--- config.mk ---
export PLATFORM = sky130hd
export DESIGN_NAME = alu_sequencer_module
export DESIGN_NICKNAME = d
export VERILOG_FILES = /design/src/rtl/alu_pkg.sv /design/src/rtl/alu_sequencer_module.sv
export SDC_FILE = /design/constraint.sdc
export NUM_CORES = 1
export LEC_CHECK = 0
export BUFFER_PORTS_ARGS = -buffer_cell sky130_fd_sc_hd__buf_2
export CAP_MARGIN = 20
export CORE_UTILIZATION = 44
export DETAILED_ROUTE_END_ITERATION = 8
export GPL_TIMING_DRIVEN = 0
export PLACE_DENSITY_LB_ADDON = 0.12
export SETUP_SLACK_MARGIN = 0.02
export SLEW_MARGIN = 5
export SYNTH_ARGS = -nofsm -noshare
export SYNTH_HDL_FRONTEND = slang
export SYNTH_SLANG_ARGS = --single-unit
export TNS_END_PERCENT = 100
--- constraint.sdc ---
create_clock -name clk -period 1.4 [get_ports clk]
set_input_delay 0.14 -clock clk [delete_from_list [all_inputs] [get_ports clk]]
set_output_delay 0.14 -clock clk [all_outputs]
set_load 0.01 [all_outputs]
--- src/rtl/alu_pkg.sv ---
// Shared definitions for the ALU sequencer: opcode encoding, default
// highest legal opcode, sequencer state encoding and an opcode check helper.
package alu_pkg;

    typedef enum logic [3:0] {
        OP_ADD = 4'd0,
        OP_SUB = 4'd1,
        OP_AND = 4'd2,
        OP_OR  = 4'd3,
        OP_XOR = 4'd4,
        OP_SLL = 4'd5,
        OP_SRL = 4'd6
    } alu_op_e;

    localparam int OP_MAX_DEFAULT = 6;

    typedef enum logic [1:0] {
        ST_IDLE   = 2'd0,
        ST_SETTLE = 2'd1,
        ST_HOLD   = 2'd2
    } seq_state_e;

    // An opcode may be issued to the ALU only up to the configured maximum.
    function automatic logic op_legal(input logic [3:0] uc, input logic [3:0] op_max);
        return (uc <= op_max);
    endfunction

endpackage

--- src/rtl/alu_sequencer_module.sv ---
// ALU sequencer: accepts one operation, drives a neighbouring combinational
// ALU through registered operand/opcode outputs, waits one settle cycle,
// captures the result and holds it until the consumer takes it.
// Optional feature macro ALU_SWEEP_EN: an accept with in_sweep=1 issues every
// opcode 0..OP_MAX on the same operands; without it in_sweep is ignored and
// out_last is tied to 1.
module alu_sequencer_module
    import alu_pkg::*;
#(
    parameter int OP_MAX = OP_MAX_DEFAULT
) (
    input  logic       clk,
    input  logic       rst,
    input  logic       in_valid,
    output logic       in_ready,
    input  logic [3:0] in_a,
    input  logic [3:0] in_b,
    input  logic [3:0] in_uc,
    input  logic       in_sweep,
    output logic [3:0] alu_a,
    output logic [3:0] alu_b,
    output logic [3:0] alu_uc,
    input  logic [3:0] alu_result,
    input  logic [3:0] alu_flags,
    output logic       out_valid,
    input  logic       out_ready,
    output logic [3:0] out_result,
    output logic [3:0] out_flags,
    output logic [3:0] out_uc,
    output logic       out_err,
    output logic       out_last
);

    localparam logic [3:0] OP_MAX_U = 4'(OP_MAX);

`ifdef ALU_SWEEP_EN
    localparam logic SWEEP_EN = 1'b1;
`else
    localparam logic SWEEP_EN = 1'b0;
`endif

    seq_state_e state_r;
    seq_state_e state_nxt_s;

    logic accept_s;
    logic capture_s;
    logic advance_s;
    logic release_s;
    logic sweep_req_s;
    logic sweep_r;
    logic err_pend_r;

    assign sweep_req_s = SWEEP_EN & in_sweep;

    // State register; reset returns to IDLE and abandons any pending work.
    always_ff @(posedge clk) begin
        if (rst) begin
            state_r <= ST_IDLE;
        end else begin
            state_r <= state_nxt_s;
        end
    end

    // Next-state decode and one-cycle datapath strobes.
    always_comb begin
        state_nxt_s = state_r;
        accept_s    = 1'b0;
        capture_s   = 1'b0;
        advance_s   = 1'b0;
        release_s   = 1'b0;
        case (state_r)
            ST_IDLE: begin
                if (in_valid) begin
                    accept_s    = 1'b1;
                    state_nxt_s = ST_SETTLE;
                end else begin
                    state_nxt_s = ST_IDLE;
                end
            end
            ST_SETTLE: begin
                capture_s   = 1'b1;
                state_nxt_s = ST_HOLD;
            end
            ST_HOLD: begin
                // out_valid is always set in HOLD, so out_ready alone completes the handshake.
                if (out_ready) begin
                    if (sweep_r && (alu_uc < OP_MAX_U)) begin
                        advance_s   = 1'b1;
                        state_nxt_s = ST_SETTLE;
                    end else begin
                        release_s   = 1'b1;
                        state_nxt_s = ST_IDLE;
                    end
                end else begin
                    state_nxt_s = ST_HOLD;
                end
            end
            default: begin
                state_nxt_s = ST_IDLE;
            end
        endcase
    end

    // in_ready is registered from the next state so it is high exactly in IDLE.
    always_ff @(posedge clk) begin
        if (rst) begin
            in_ready <= 1'b1;
        end else begin
            in_ready <= (state_nxt_s == ST_IDLE);
        end
    end

    // ALU drive registers: operands load on accept, opcode steps during a sweep.
    always_ff @(posedge clk) begin
        if (rst) begin
            alu_a      <= 4'd0;
            alu_b      <= 4'd0;
            alu_uc     <= 4'd0;
            err_pend_r <= 1'b0;
            sweep_r    <= 1'b0;
        end else begin
            if (accept_s) begin
                alu_a <= in_a;
                alu_b <= in_b;
                if (sweep_req_s) begin
                    alu_uc     <= 4'd0;
                    err_pend_r <= 1'b0;
                    sweep_r    <= 1'b1;
                end else if (op_legal(in_uc, OP_MAX_U)) begin
                    alu_uc     <= in_uc;
                    err_pend_r <= 1'b0;
                    sweep_r    <= 1'b0;
                end else begin
                    // Illegal opcodes never reach the ALU; the error is reported instead.
                    alu_uc     <= 4'd0;
                    err_pend_r <= 1'b1;
                    sweep_r    <= 1'b0;
                end
            end
            if (advance_s) begin
                alu_uc <= alu_uc + 4'd1;
            end
            if (release_s) begin
                sweep_r <= 1'b0;
            end
        end
    end

    // Result capture at the end of SETTLE and release on the output handshake.
    always_ff @(posedge clk) begin
        if (rst) begin
            out_valid  <= 1'b0;
            out_result <= 4'd0;
            out_flags  <= 4'd0;
            out_uc     <= 4'd0;
            out_err    <= 1'b0;
        end else begin
            if (capture_s) begin
                out_valid  <= 1'b1;
                out_uc     <= alu_uc;
                out_err    <= err_pend_r;
                out_result <= err_pend_r ? 4'd0 : alu_result;
                out_flags  <= err_pend_r ? 4'd0 : alu_flags;
            end
            if (advance_s || release_s) begin
                out_valid <= 1'b0;
            end
        end
    end

`ifdef ALU_SWEEP_EN
    // Last-result marker: single operations are always last, a sweep only at OP_MAX.
    always_ff @(posedge clk) begin
        if (rst) begin
            out_last <= 1'b0;
        end else if (capture_s) begin
            out_last <= (~sweep_r) | (alu_uc == OP_MAX_U);
        end
    end
`else
    assign out_last = 1'b1;
`endif

endmodule
Word-level counts from Yosys, hierarchy flattened:

Cells that the tools add are included.

* register bits after elaboration: 30
* bits of input ports: 25
* output and inout bits: 28
* word-level logic and storage cells: 30

* $lt $le $gt $ge: 1
* equality and inequality tests: 2
* multiplexer cells: 13
* reductions and logical operators: 3

Operators by type and width (number)
* 2-to-1 mux 4 bit: 4
* 2-to-1 mux 1 bit: 7
* case mux 2 bit (3 select lines): 1
* less-or-equal comparator 4 x 3 -> 1 bit, second input constant: 1
* zero test 2 bit: 2
* equality test 2 x 1 -> 1 bit, second input constant: 1
* equality test 2 bit, second input constant: 1
* 2-to-1 mux 2 bit: 1
* OR reduction 2 bit: 1

Logic depth before layout (Yosys ltp):

* depth in word-level cells: 3
* gate-level depth with buffers: 4

Worst setup path before layout:

Ideal clock, no wire load.

* path type: register to register
* from: register state_r[1]
* to: register err_pend_r
* setup time: 131 ps
* data arrival time: 1045 ps
* data required time: 1269 ps
* path slack: 224 ps
* stages on the path, launching flop included: 4
* buffers on the path: 0
* clock period less this slack: 1176 ps
* cell sequence: dfxtp_1 or3b_1 a311oi_1 nor3_1

* word-level cells in the longest chain between the ends: 2

RTL lines
* start, declared: RTL line alu_sequencer_module.sv:42 `seq_state_e state_r;`
* start signal, assigned: RTL line alu_sequencer_module.sv:60 `state_r <= state_nxt_s;`
* zero test 2 bit: RTL line alu_sequencer_module.sv:71 `case (state_r)`
* 2-to-1 mux 1 bit: RTL line alu_sequencer_module.sv:71
* end signal, assigned: RTL line alu_sequencer_module.sv:119 `err_pend_r <= 1'b0;`
* end signal, assigned: RTL line alu_sequencer_module.sv:127 `err_pend_r <= 1'b0;`
* end signal, assigned: RTL line alu_sequencer_module.sv:131 `err_pend_r <= 1'b0;`
* end, declared: RTL line alu_sequencer_module.sv:51 `logic err_pend_r;`

No other way between the ends.
A chain may end at the register's enable or synchronous reset.

Worst setup path in the final report:

* from: register state_r[1]
* to: register alu_b[3]

* word-level cells in the longest chain between the ends: 2

RTL lines
* zero test 2 bit: RTL line alu_sequencer_module.sv:71
* 2-to-1 mux 1 bit: RTL line alu_sequencer_module.sv:71
* end signal, assigned: RTL line alu_sequencer_module.sv:124 `alu_b <= in_b;`
* end, declared: RTL line alu_sequencer_module.sv:21 `output logic [3:0] alu_b,`

No other way between the ends.

==> results by group <==
Drt
  • Avg WL per Cell: 11.5 µm
  • First-pass iteration count of the detailed router: 4
  • Routed vias: 1063
  • Vias per inst: 4.99
  • Routed WL: 2440 µm
  • Antenna Nets Post-Route: 0
  • # DRC: 0
  • Initial DRC count: 8

Placement
  • Detailed Place HPWL: 1850 µm
  • Dpl cell area: 1380 µm²
  • Port bufs: 49
  • Placed cells: 206
  • Placer congestion estimate: 0.773

Worst setup path
  • Max stage delay on crit path: 0.44 ns
  • Slowest cell on crit path: or3b_4
  • Critical Path Source Type: flip-flop
  • Max FO, Critical Path: 10
  • Critical path arrival: 1.45 ns
  • CP Class: flip-flop to flip-flop
  • Worst path cell trace: or3b_4 -> buf_2 -> nand2_1 -> a21oi_1
  • Req. time, crit path: 1.58 ns
  • CP Capture Type: flip-flop

Floorplan
  • Starting Density: 0.482
  • Core area: 2280 µm²
  • DIE HEIGHT: 51.9 µm
  • I/O pins: 53
  • Rows: 17
  • Die area: 2700 µm²
  • Die W: 51.9 µm

Clocking
  • H-tree Lvls: 2
  • Post-CTS setup buffers: 0
  • TritonCTS clock tree: built
  • Worst-path clk slew: 0.08 ns
  • CTS Buf Count: 5
  • Clk buf depth: 2
  • Root Driver: clkbuf_4
  • Clk Latency, worst-skew pair: 0.31 ns
  • CTS hold repair buffers: 0
  • CTS Sinks: 30

Yosys
  • Yosys cell types: 19
  • Seq/Total Area, Yosys: 0.547
  • Yosys warning count: 0
  • Synthesized net count: 154
  • Synth Register Bits: 30
  • Post-Synthesis Cells: 129
  • Syn avg cell area: 8.51 µm²
  • Netlist Area Pre-Place: 1100 µm²

Power and ir drop
  • Pwr dens: 1110 nW/µm²
  • P_leak: 0.640 nW
  • Worst IR Drop VDD: 0.000789 V

Timing
  • Final Hold Viols: 0
  • Max Clk Rate: 786 MHz
  • Hold_ws: 0.0607 ns
  • Crit share post-route: 0.908
  • Final-report setup violation count: 0
  • Setup_tns: 0 ns
  • Setup Skew: 0.00325 ns
  • Tmin final: 1.27 ns
  • Slew Viols, Final: 0
  • Unrepaired setup endpoints after global routing: no

Global route
  • Final global-route overflow total: 0
  • Largest net degree at the start of global routing: 11
  • First-pass GRT wire length: 4100 µm
  • Antenna violations before repair: 0
  • Vias in the first global route: 992
  • GRT Total Usage: 0.212

Cells and area
  • Final nets: 210
  • Share of layout cells above drive strength 1: 0.335
  • Commonest non-fill, non-tap cell in the layout: buf_2
  • Register area: 601 µm²
  • Fill count: 207
  • ANT cells: 0
  • Area Overhead vs Synth: 30.7%
  • Final Util: 0.630
  • Multi-input logic area: 467 µm²
  • Cell area after layout: 1430 µm²
  • Final cell count without fillers: 213
  • Commonest non-fill, non-tap cells in the layout: buf_2 (52), nand2_1 (40), dfxtp_1 (30)

Min path
  • Hold crit path type: input port to flip-flop

Run status
  • Status: completed

Job
  • Max-cap violations: 0
metal layers:
| metal | global-route usage | wire [µm] | vias to the layer above |
|---|---|---|---|
| met1 | 0.230 | 1050 | 479 |
| met2 | 0.363 | 1190 | 38 |
| met4 | 0.122 | 41 | 0 |
| li1 | - | - | 541 |
| met5 | 0 | 0 | - |
| met3 | 0.0614 | 160 | 5 |
state kept, by name, indices dropped and copies added (netlist names):
name	flops
in_ready	1
alu_b	4
state_r	2
out_err	1
out_uc	4
out_flags	4
alu_uc	4
err_pend_r	1
out_valid	1
alu_a	4
out_result	4
worst paths after layout:
| kind | from | to | slack, ns | cells after the start |
|---|---|---|---|---|
| worst max-delay path | state_r[1]$_SDFF_PP0_ | alu_b[3]$_SDFFE_PP0P_ | 0.13 | 4 |
| worst min register to register | alu_a[0]$_SDFFE_PP0P_ | alu_a[0]$_SDFFE_PP0P_ | 0.45 | 2 |
| worst min-delay path | in_b[2] | alu_b[2]$_SDFFE_PP0P_ | 0.06 | 3 |
| worst max register to register | state_r[1]$_SDFF_PP0_ | alu_b[3]$_SDFFE_PP0P_ | 0.13 | 4 |
cell usage after synthesis:
cell | n | area [µm²]
buf_2 | 4 | 20.0
and2b_1 | 1 | 7.51
or3b_1 | 2 | 17.5
clkbuf_1 | 2 | 7.51
nand3b_1 | 9 | 67.6
a311oi_1 | 1 | 8.76
nor3b_2 | 1 | 12.5
buf_1 | 1 | 3.75
dfxtp_1 | 30 | 601
conb_1 | 1 | 3.75
nor3_1 | 1 | 5.00
a21oi_1 | 25 | 125
o21ai_0 | 1 | 5.00
nor3b_1 | 1 | 7.51
nor2_1 | 4 | 15.0
nand2_1 | 40 | 150
nand4b_1 | 3 | 26.3
nand2b_1 | 1 | 6.26
buf_4 | 1 | 7.51
metrics by stage:
stage	worst slack (ns)	power (mW)
after floorplan	0.224	1.06
after global routing	0.0223	1.67
after global placement	0.128	1.14
after CTS	0.0847	1.60
final	0.129	1.59
after detailed placement	0.0977	1.15
worst max-delay path, delay by kind of cell (launching register included):
kind | cells | cell delay (ns)
flops | 1 | 0.36
simple gates | 2 | 0.53
buf+inv | 1 | 0.20
compound gates | 1 | 0.06
where the power goes:
part	internal (mW)	total, mW	switching, mW
Combinational	0.0976	0.215	0.118
Sequential	0.894	0.921	0.0270
Clock	0.189	0.451	0.262
what timing repair did:
action	in CTS	in global routing
resized for setup	0	3
endpoints found under the setup margin	0	5
hold endpoints to repair	0	0
kinds of logic after synthesis:
logic type	after synthesis	share of synthesized area
buffers and inverters	8	0.0354
DFF	30	0.547
other	1	0.00342
AOI/OAI and AO/OA	27	0.127
and+or+nand+nor	63	0.287
area by class of cell:
class,instances,area share
buffer,8,0.0288
clock buffer,7,0.0314
multi-input combinational,91,0.325
sequential,30,0.419
tap,28,0.0244
timing repair buffer,49,0.171
Note: power is estimated with default switching activity, not from simulation.
